--- src/rtl/mvm_pkg.sv ---
// Shared definitions for the banded matrix-vector engine: the state enum doubles as the
// opcode presented to the memory, so memory models and benches decode the same values.
package mvm_pkg;

  typedef enum logic [2:0] {
    ST_GET_N   = 3'd0,
    ST_GET_R   = 3'd1,
    ST_READ_A  = 3'd2,
    ST_READ_X  = 3'd3,
    ST_READ_B  = 3'd4,
    ST_WRITE_Y = 3'd5,
    ST_DONE    = 3'd6,
    ST_IDLE    = 3'd7
  } mvm_state_t;

  localparam logic [2:0] OP_GET_N   = 3'd0;
  localparam logic [2:0] OP_GET_R   = 3'd1;
  localparam logic [2:0] OP_READ_A  = 3'd2;
  localparam logic [2:0] OP_READ_X  = 3'd3;
  localparam logic [2:0] OP_READ_B  = 3'd4;
  localparam logic [2:0] OP_WRITE_Y = 3'd5;
  localparam logic [2:0] OP_DONE    = 3'd6;
  localparam logic [2:0] OP_IDLE    = 3'd7;

endpackage

--- src/rtl/band_ctr.sv ---
// Row/column walker for a banded matrix: holds p and c, clips columns to the band and
// the matrix edge, and flags last column / last row. Moves only when told to.
module band_ctr #(
  parameter int IW = 10
) (
  input  logic          clk,
  input  logic          reset,
  input  logic [IW-1:0] i_n,
  input  logic [IW-1:0] i_r,
  input  logic          i_row_init,
  input  logic          i_col_inc,
  input  logic          i_row_next,
  output logic [IW-1:0] o_p,
  output logic [IW-1:0] o_c,
  output logic          o_last_col,
  output logic          o_last_row
);

  logic [IW-1:0] r_p;
  logic [IW-1:0] r_c;
  logic [IW-1:0] w_p_next;
  logic [IW-1:0] w_lo_next;
  logic [IW:0]   w_sum;
  logic [IW-1:0] w_nm1;
  logic [IW-1:0] w_hi;

  assign w_p_next  = r_p + 1'b1;
  assign w_lo_next = (w_p_next > i_r) ? (w_p_next - i_r) : '0;
  // p+r is one bit wider so a large r cannot wrap past the matrix edge
  assign w_sum     = {1'b0, r_p} + {1'b0, i_r};
  assign w_nm1     = i_n - 1'b1;
  assign w_hi      = (w_sum >= {1'b0, w_nm1}) ? w_nm1 : w_sum[IW-1:0];

  assign o_p        = r_p;
  assign o_c        = r_c;
  assign o_last_col = (r_c == w_hi);
  assign o_last_row = (r_p == w_nm1);

  always_ff @(posedge clk) begin
    if (reset) begin
      r_p <= '0;
      r_c <= '0;
    end else if (i_row_init) begin
      r_p <= '0;
      r_c <= '0;
    end else if (i_col_inc) begin
      r_c <= r_c + 1'b1;
    end else if (i_row_next) begin
      r_p <= w_p_next;
      r_c <= w_lo_next;
    end
  end

endmodule

--- src/rtl/banded_mvm.sv ---
// y = A*x + b over a banded n-by-n matrix, one memory transaction per state.
// Every memory state waits on mem_rdy; with mem_rdy low all state and outputs hold.
module banded_mvm
  import mvm_pkg::*;
#(
  parameter int DW  = 10,
  parameter int IW  = 10,
  parameter int OW  = 20,
  parameter int SAT = 1
) (
  input  logic          clk,
  input  logic          reset,
  input  logic          start,
  input  logic          mem_rdy,
  input  logic [DW-1:0] in_data,
  output logic [2:0]    opcode,
  output logic [IW-1:0] i,
  output logic [IW-1:0] j,
  output logic [OW-1:0] out_data,
  output logic          busy,
  output logic          fin
);

  localparam int AW = 2*DW + IW;

  mvm_state_t      r_state;
  logic [IW-1:0]   r_n;
  logic [IW-1:0]   r_r;
  logic [DW-1:0]   r_a;
  logic [DW-1:0]   r_b;
  logic [AW-1:0]   r_acc;
  logic            r_busy;
  logic            r_fin;

  logic [IW-1:0]   w_p;
  logic [IW-1:0]   w_c;
  logic            w_last_col;
  logic            w_last_row;
  logic            w_row_init;
  logic            w_col_inc;
  logic            w_row_next;
  logic [2*DW-1:0] w_prod;
  logic [AW-1:0]   w_y;
  logic            w_ovf;
  logic [IW-1:0]   w_i;
  logic [IW-1:0]   w_j;

  assign w_row_init = (r_state == ST_GET_R) && mem_rdy;
  assign w_col_inc  = (r_state == ST_READ_X) && mem_rdy && !w_last_col;
  assign w_row_next = (r_state == ST_WRITE_Y) && mem_rdy;

  band_ctr #(.IW(IW)) u_band_ctr (
    .clk        (clk),
    .reset      (reset),
    .i_n        (r_n),
    .i_r        (r_r),
    .i_row_init (w_row_init),
    .i_col_inc  (w_col_inc),
    .i_row_next (w_row_next),
    .o_p        (w_p),
    .o_c        (w_c),
    .o_last_col (w_last_col),
    .o_last_row (w_last_row)
  );

  assign w_prod = {{DW{1'b0}}, r_a} * {{DW{1'b0}}, in_data};

  // Output is built from registered acc and b, so it is stable for the whole WRITE_Y stall
  assign w_y      = r_acc + AW'(r_b);
  assign w_ovf    = |w_y[AW-1:OW];
  assign out_data = ((SAT != 0) && w_ovf) ? {OW{1'b1}} : w_y[OW-1:0];

  always_comb begin
    w_i = '0;
    w_j = '0;
    case (r_state)
      ST_READ_A: begin
        w_i = w_p;
        w_j = w_c;
      end
      ST_READ_X:             w_j = w_c;
      ST_READ_B, ST_WRITE_Y: w_i = w_p;
      default: ;
    endcase
  end

  assign opcode = r_state;
  assign i      = w_i;
  assign j      = w_j;
  assign busy   = r_busy;
  assign fin    = r_fin;

  always_ff @(posedge clk) begin
    if (reset) begin
      r_state <= ST_IDLE;
      r_n     <= '0;
      r_r     <= '0;
      r_a     <= '0;
      r_b     <= '0;
      r_acc   <= '0;
      r_busy  <= 1'b0;
      r_fin   <= 1'b0;
    end else begin
      case (r_state)
        ST_IDLE: begin
          r_fin <= 1'b0;
          if (start) begin
            r_state <= ST_GET_N;
            r_busy  <= 1'b1;
          end
        end
        ST_GET_N: if (mem_rdy) begin
          r_n     <= IW'(in_data);
          r_state <= ST_GET_R;
        end
        ST_GET_R: if (mem_rdy) begin
          r_r   <= IW'(in_data);
          r_acc <= '0;
          if (r_n == '0) begin
            r_state <= ST_DONE;
            r_fin   <= 1'b1;
          end else begin
            r_state <= ST_READ_A;
          end
        end
        ST_READ_A: if (mem_rdy) begin
          r_a     <= in_data;
          r_state <= ST_READ_X;
        end
        ST_READ_X: if (mem_rdy) begin
          r_acc   <= r_acc + AW'(w_prod);
          r_state <= w_last_col ? ST_READ_B : ST_READ_A;
        end
        ST_READ_B: if (mem_rdy) begin
          r_b     <= in_data;
          r_state <= ST_WRITE_Y;
        end
        ST_WRITE_Y: if (mem_rdy) begin
          r_acc <= '0;
          if (w_last_row) begin
            r_state <= ST_DONE;
            r_fin   <= 1'b1;
          end else begin
            r_state <= ST_READ_A;
          end
        end
        ST_DONE: begin
          r_state <= ST_IDLE;
          r_busy  <= 1'b0;
          r_fin   <= 1'b0;
        end
        default: begin
          r_state <= ST_IDLE;
          r_busy  <= 1'b0;
          r_fin   <= 1'b0;
        end
      endcase
    end
  end

endmodule

--- config.mk ---
export PLATFORM = sky130hd
export DESIGN_NAME = banded_mvm
export DESIGN_NICKNAME = d
export VERILOG_FILES = /design/src/rtl/mvm_pkg.sv /design/src/rtl/band_ctr.sv /design/src/rtl/banded_mvm.sv
export SDC_FILE = /design/constraint.sdc
export NUM_CORES = 1
export LEC_CHECK = 0
export ABC_AREA = 1
export BUFFER_PORTS_ARGS = -buffer_cell sky130_fd_sc_hd__buf_2
export CAP_MARGIN = 25
export CORE_UTILIZATION = 67
export CTS_CLUSTER_DIAMETER = 200
export CTS_CLUSTER_SIZE = 25
export DETAILED_ROUTE_END_ITERATION = 10
export PLACE_DENSITY_LB_ADDON = 0.08
export REMOVE_ABC_BUFFERS = 1
export SLEW_MARGIN = 25
export SYNTH_ARGS = -nofsm -noshare
export SYNTH_HDL_FRONTEND = slang
export SYNTH_SLANG_ARGS = --single-unit
export TNS_END_PERCENT = 10
--- constraint.sdc ---
create_clock -name clk -period 8.3 [get_ports clk]
set_input_delay 0.83 -clock clk [delete_from_list [all_inputs] [get_ports clk]]
set_output_delay 0.83 -clock clk [all_outputs]
set_load 0.05 [all_outputs]
==> metrics, run 1 <==
Gate power share=0.560; Area Growth Syn to Fin=6.11%; Slowest cell on crit path=fa_1; drt wl/cell=15.3 um; clk root buf=clkbuf_16; Clock power frac=0.192; Critical Path AT=slightly below 6 ns; min-delay worst type=reg -> reg; share of the yosys chip area belonging to registers=0.169; FP Rows=47; vias in the first global route=10500; Max Cap Violations=0; Max VDD drop=between 0.1 and 0.15 mV; I/O Pins=just under 60; Tcrit/Tclk final=0.684; Distinct cells, synth=47; initial core utilization=0.684; critical setup path kind=in -> reg; Switching Fraction=0.501; die width=132 um; sequential share of power=0.248; fin crit period=5.68 ns; number of synthesized flops with an enable pin=0; asr flop ratio synth=0; Fillers=1441; Crit Path Max Fanout=14; outcome=completed; syn_area_per_cell=roughly 6.7 um^2; relative slew slack=0.363; # diodes=0; most frequent cells in the layout=nand2_1, inv_1, nor2_1, a21oi_1, ha_1; Fmax achieved=~180 MHz; Primary FF master, synth=dfxtp_1; Crit path top cell by count=fa_1; Worst Max-Slew Pin Slew=0.953 ns; Max clock buf depth=2; final setup TNS=0 ns; first drt pass iteration count=5; total number of vias=about 11000; Vias/cell=5.56; synthesized flop and latch total=95; antenna violation net count after detailed routing=0; first-pass GRT wire length=49.4 mm; GR Overflow Total=0; fin nets=roughly 1900; Gate Count Post-Synth=1674; die area=approximately 17000 um^2; PostCTS Resize Cnt=0; CTS Buf Count=9; CP cell instances=buf_2 > nand2_1 > fa_1 > fa_1 > inv_1 > fa_1 > fa_1 > inv_1 > fa_1 > inv_1 > ha_1 > a21oi_1 > o21ai_0 > a21oi_1 > o21ai_1 > a21oi_1 > o21ai_1 > nand2_1 > inv_1 > a21oi_1 > nor2_1; layout cell share with drive strength beyond 1=0.0672; commonest non-fill, non-tap cell in the layout=nand2_1; RD Place Congestion=0.978; All-Layer GR Usage=0.355; detailed-route DRC error count=0; DRT Wirelength=29.3 mm; final setup skew=0.0109 ns; H-Tree Level Count=3; Sink Count=95; Die Height=around 130 um; NetSw=1230 uW; Final Setup Violations=0; Hold WS=0.467 ns; Ys Warns=0; setup bufs post-CTS=0; initial antenna violation count=0; Int Pwr=1220 uW; worst skew pair latency=0.36 ns; RSZ-0062 raised after global routing=false; Slew Limit Fails=0; Clk pin slew, worst setup/hold paths=0.07 ns; CP required=approximately 8.6 ns; final hold violation count=0; CTS tree=yes; crit end category=flop; Critical Path Max Stage Delay=about 0.55 ns; CP Launch Type=primary input; largest net degree at the start of global routing=43; 1st-iter DRT viols=828; Port Buf Inserts=58; area occupied by multi-input gates=7830 um^2; CTS Hold Bufs=0; static leakage=0.00653 uW; Netlist Area Pre-Place=between 10000 and 15000 um^2; core area=16500 um^2; dpl hpwl=about 23 mm; Power Density=206 nW/um^2; Reg area=1900 um^2
[per-layer routing]
layer  wire (um)  global-route usage  vias up
met4        1740               0.224        0
met5           0                   0        -
met2       14600               0.635      319
met1       11800               0.400     4957
li1            -                   -     5275
met3        1180              0.0401      108
[cells by family (layout without fill, tap and decap cells)]
group	Yosys count	after routing	synth area share
flops	95	95	0.169
simple gates	677	677	0.260
xor+xnor	65	65	0.0506
buf+inv	401	424	0.137
compound gates	249	249	0.119
fa+ha+maj	187	187	0.265
[worst max-delay path, delay by kind of cell]
family                   cells  cell delay, ns
AO/OA/AOI/OAI                7            1.29
adder cells (fa/ha/maj)      6            3.03
buffers and inverters        5            0.47
AND/OR/NAND/NOR              3            0.30
[layout make-up]
class                           instances  share of cell area
Clock buffer                           10              0.0200
Clock inverter                          5             0.00681
Inverter                              349               0.110
Multi-Input combinational cell       1178               0.656
Sequential cell                        95               0.159
Tap cell                              220              0.0230
Timing Repair Buffer                   60              0.0256
[synthesized netlist by cell type (5+ instances only)]
master / instances / area (um^2)
nor3_1: 15 / 75.1
nand2_1: 364 / 1370
clkbuf_1: 40 / 150
inv_1: 339 / 1270
buf_2: 6 / 30.0
a31oi_1: 6 / 37.5
xnor2_1: 16 / 140
fa_1: 85 / 1700
nand3_1: 84 / 420
nand4_1: 38 / 238
nor2_1: 140 / 526
a21oi_1: 110 / 551
dfxtp_1: 95 / 1900
ha_1: 102 / 1280
or2_2: 7 / 43.8
o21ai_0: 93 / 465
inv_2: 7 / 26.3
o21ai_1: 7 / 35.0
a21boi_0: 10 / 75.1
o211ai_1: 6 / 45.0
nor3_2: 5 / 50.1
xor2_1: 49 / 429
[power by group through the flow]
| stage | logic, uW | clock network, uW | registers, uW |
|---|---|---|---|
| after floorplan | 995 | 0 | 616 |
| after global placement | 1330 | 0 | 615 |
| after detailed placement | 1350 | 0 | 616 |
| after CTS | 1360 | 472 | 606 |
| after global routing | 1540 | 491 | 617 |
| final | 1370 | 471 | 610 |
[registers in the layout (all words and copies together) (netlist names)]
name / count
r_acc: 30
r_a: 10
r_b: 10
r_n: 10
r_r: 10
u_band_ctr.o_c: 10
u_band_ctr.o_p: 10
opcode: 3
busy: 1
fin: 1
[path summary, 6_finish.rpt]
path	slack, ns	cells after the start	end	from
setup / recovery	2.62	21	r_acc[26]	in_data[9]
hold / removal	0.47	2	fin	fin
setup reg to reg	2.68	20	r_acc[26]	r_a[0]
hold reg to reg	0.47	2	fin	fin
[per-stage QoR]
stage	utilization	instances	cell area (um^2)	worst slack (ns)	power, uW
2_1_floorplan	-	1622	11000	3.10	1610
3_5_place_dp	0.706	1902	11600	2.32	1970
5_1_grt	0.725	1917	11900	2.29	2650
3_3_place_gp	0.705	1902	11600	2.46	1940
6_report	0.725	1917	11900	2.62	2450
4_1_cts	0.725	1917	11900	2.69	2440
No activity file was read; power rests on OpenSTA's default activity.
==> run 2: changes to the inputs <==
--- a/config.mk
+++ b/config.mk
@@ -5,10 +5,10 @@
 export SDC_FILE = /design/constraint.sdc
 export NUM_CORES = 1
 export LEC_CHECK = 0
-export ABC_AREA = 1
+export ABC_AREA = 0
 export BUFFER_PORTS_ARGS = -buffer_cell sky130_fd_sc_hd__buf_2
 export CAP_MARGIN = 25
-export CORE_UTILIZATION = 67
+export CORE_UTILIZATION = 58
 export CTS_CLUSTER_DIAMETER = 200
 export CTS_CLUSTER_SIZE = 25
 export DETAILED_ROUTE_END_ITERATION = 10
==> constraint.sdc (replaced) <==
create_clock -name clk -period 4.7 [get_ports clk]
set_input_delay 0.47 -clock clk [delete_from_list [all_inputs] [get_ports clk]]
set_output_delay 0.47 -clock clk [all_outputs]
set_load 0.05 [all_outputs]
==> metrics, run 2 <==
overall power=2920 uW (was 2450 uW); crit path to=r_acc[18] (was r_acc[26]); number of synthesized flops with an enable pin=0 (unchanged); Synth Area in Simple Gates=0.218 (was 0.260); Fmax achieved=between 150 and 200 MHz; critical setup path kind=reg -> reg (was in -> reg); R2R depth=21 (was 20); I/O Pins=59 (unchanged); Die Height=139 um (was 132 um); GR Overflow Total=0 (unchanged); Adder-Cell Fraction of Synth Area=0.273 (was 0.265); Port Buf Inserts=58 (unchanged); Final WS setup=-0.353 ns (was 2.62 ns); die area=19400 um^2 (was 17300 um^2); crit end category=flop (unchanged); 1st-iter DRT viols=719 (was 828); largest net degree at the start of global routing=36 (was 43); Sink Count=95 (unchanged); Gate Count Post-Synth=1383 (was 1674); All-Layer GR Usage=0.315 (was 0.355); CP required=4.95 ns (was 8.56 ns); Max clock buf depth=2 (unchanged); share of the yosys chip area belonging to registers=0.174 (was 0.169); area leader, netlist=dfxtp_1 (unchanged); layout cell share with drive strength beyond 1=0.199 (was 0.0672); fin area=12800 um^2 (was 11900 um^2); CTS Buf Count=9 (unchanged); Setup crit start=r_a[6] (was in_data[9]); min-delay worst type=in -> reg (was reg -> reg); commonest non-fill, non-tap cell in the layout=nand2_1 (unchanged); FP Rows=49 (was 47); first drt pass iteration count=8 (was 5); reg-to-reg slack, setup=-0.35 ns (was 2.68 ns); final hold violation count=0 (unchanged); Gate power share=0.418 (was 0.560); top post-synthesis cells by count=nand2_1, inv_1, ha_1 (was nand2_1, inv_1, nor2_1); Primary FF master, synth=dfxtp_1 (unchanged); CTS Hold Bufs=0 (unchanged); Critical Path AT=5.31 ns (was 5.94 ns); Final Setup Violations=19 (was 0); Post-DP Area=12000 um^2 (was 11600 um^2); first-pass GRT wire length=48.4 mm (was 49.4 mm); Tcrit/Tclk final=1.08; dpl cells=1705 (was 1902); H-Tree Level Count=3 (unchanged); Power Density=228 nW/um^2 (was 206 nW/um^2); Clk pin slew, worst setup/hold paths=0.07 ns (about the same); initial antenna violation count=0 (unchanged); initial core utilization=0.599 (was 0.684); sequential share of power=0.328 (was 0.248); Area Growth Syn to Fin=17.2% (was 6.11%); clk root buf=clkbuf_16 (unchanged); Reg-to-Reg End=r_acc[18] (was r_acc[26]); Ys Warns=0 (unchanged); Vias/cell=5.71 (was 5.56); static leakage=0.00621 uW (was 0.00653 uW); DRT Wirelength=29.3 mm (about the same); synthesized flop and latch total=95 (unchanged); core area=18200 um^2 (was 16500 um^2); final setup skew=0.00868 ns (was 0.0109 ns); Int Pwr=1720 uW (was 1220 uW); Max VDD drop=0.210 mV (was 0.122 mV); Max Cap Violations=0 (unchanged); fin nets=1697 (was 1894); fin crit period=~5.1 ns; vias in the first global route=9450 (was 10500); Yosys top cell area share=0.174 (was 0.169); Post-Synth XOR/XNOR Area=0.0821 (was 0.0506); die width=139 um (was 132 um); CTS tree=yes (unchanged); most flop-heavy register=r_acc (unchanged); Distinct cells, synth=83 (was 47); Clock power frac=0.254 (was 0.192); relative slew slack=0.335 (was 0.363); outcome=finished with violations (was completed); largest family of logic cells by synthesized area=adder cells (unchanged); worst skew pair latency=0.36 ns (about the same); failing checks=DRC, setup timing; RD Place Congestion=0.968 (was 0.978); syn_area_per_cell=7.89 um^2 (was 6.72 um^2); synth top area cells=dfxtp_1, fa_1, ha_1, nand2_1, inv_1 (was dfxtp_1, fa_1, nand2_1, ha_1, inv_1); dpl hpwl=23.0 mm (was 23.3 mm); Hold WS=0.424 ns (was 0.467 ns); Final Non-Filler Cells=1730 (was 1917); most frequent cells in the layout=nand2_1, inv_1, buf_4, nor2_1, ha_1 (was nand2_1, inv_1, nor2_1, a21oi_1, ha_1); max reg flops=30 (unchanged); RSZ-0062 raised after global routing=true (was false); count leader, synth=nand2_1 (unchanged); Netlist Area Pre-Place=10900 um^2 (was 11300 um^2); Slew Limit Fails=0 (unchanged); drt wl/cell=17.0 um (was 15.3 um); detailed-route DRC error count=3 (was 0); asr flop ratio synth=0 (unchanged); Switching Fraction=0.411 (was 0.501); worst reg2reg startpoint=r_a[6] (was r_a[0]); antenna violation net count after detailed routing=0 (unchanged); total number of vias=9884 (was 10700); CP Launch Type=flop (was primary input); # diodes=0 (unchanged); final setup TNS=-3.88 ns (was 0 ns); Crit Path Max Fanout=4 (was 14); mux contribution to synthesized area=0.00986 (was 0); Worst Max-Slew Pin Slew=0.997 ns (was 0.953 ns); Synth Area in Compound Gates=0.155 (was 0.119); NetSw=1200 uW (was 1230 uW)
run 2: worst min path at each step:
| stage | startpoint | cells past startpoint | endpoint | slack (ns) |
|---|---|---|---|---|
| 2_1_floorplan | r_b[0] | 2 | r_b[0] | 0.43 |
| 6_report | in_data[0] | 3 | r_b[0] | 0.42 |
| 3_3_place_gp | r_b[2] | 2 | r_b[2] | 0.45 |
| 4_1_cts | in_data[0] | 3 | r_b[0] | 0.42 |
| 5_1_grt | in_data[0] | 3 | r_b[0] | 0.45 |
| 3_5_place_dp | r_b[7] | 2 | r_b[7] | 0.46 |
run 2: critical path: stages (launching register included):
cell and delay (ns):
dfxtp_4 0.39, nand2_1 0.10, fa_1 0.55, inv_1 0.05, fa_1 0.48, fa_2 0.51, fa_1 0.51, inv_2 0.04
fa_1 0.38, inv_2 0.09, ha_4 0.20, a21o_1 0.17, a21o_1 0.20, a21oi_2 0.20, buf_4 0.15, inv_1 0.05
a31oi_2 0.17, o21bai_1 0.11, a21oi_2 0.17, o21bai_1 0.09, xor2_1 0.14, a22o_1 0.20
run 2: power groups by stage:
stage               registers [uW]  clock network (uW)  logic (uW)
floorplan                      991                   0         727
global placement               971                   0        1120
detailed placement             972                   0        1140
CTS                            953                 752        1200
global route                   967                 778        1340
finish                         958                 743        1220
run 2: through the flow:
stage / setup slack, ns / utilization
final: -0.353 / 0.702
after global routing: -0.505 / 0.702
after CTS: -0.282 / 0.697
after detailed placement: -0.984 / 0.659
after global placement: -0.927 / 0.659
after floorplan: -0.721 / -
run 2: per-layer routing:
| layer | vias up | track usage | wire, um |
|---|---|---|---|
| li1 | 4764 | - | - |
| met1 | 4748 | 0.459 | 13600 |
| met2 | 335 | 0.480 | 13000 |
| met3 | 37 | 0.0528 | 2180 |
| met4 | 0 | 0.0836 | 522 |
| met5 | - | 0 | 0 |
run 2: cell families (layout without fill, tap and decap cells):
group                      count (synthesis)  after routing
AOI/OAI and AO/OA                        248            248
buffers and inverters                    248            366
DFF                                       95             95
xor gates and xnor gates                  97             97
and+or+nand+nor                          498            498
adders and majority gates                187            187
muxes                                     10             10
run 2: final cells by class:
type	count	area (um^2)
inverters	181	679
repair buffers	169	1190
clock buffers	11	243
fillers	1479	5430
flip-flops and latches	95	1930
multi-input cells	1040	8410
well taps	229	287
clock inverters	5	42.5
run 2: timing repair:
action | CTS | global route
resized for setup | 92 | 19
endpoints found under the setup margin | 21 | 49
buffers inserted | 9 | 1
pin swaps | 71 | 15
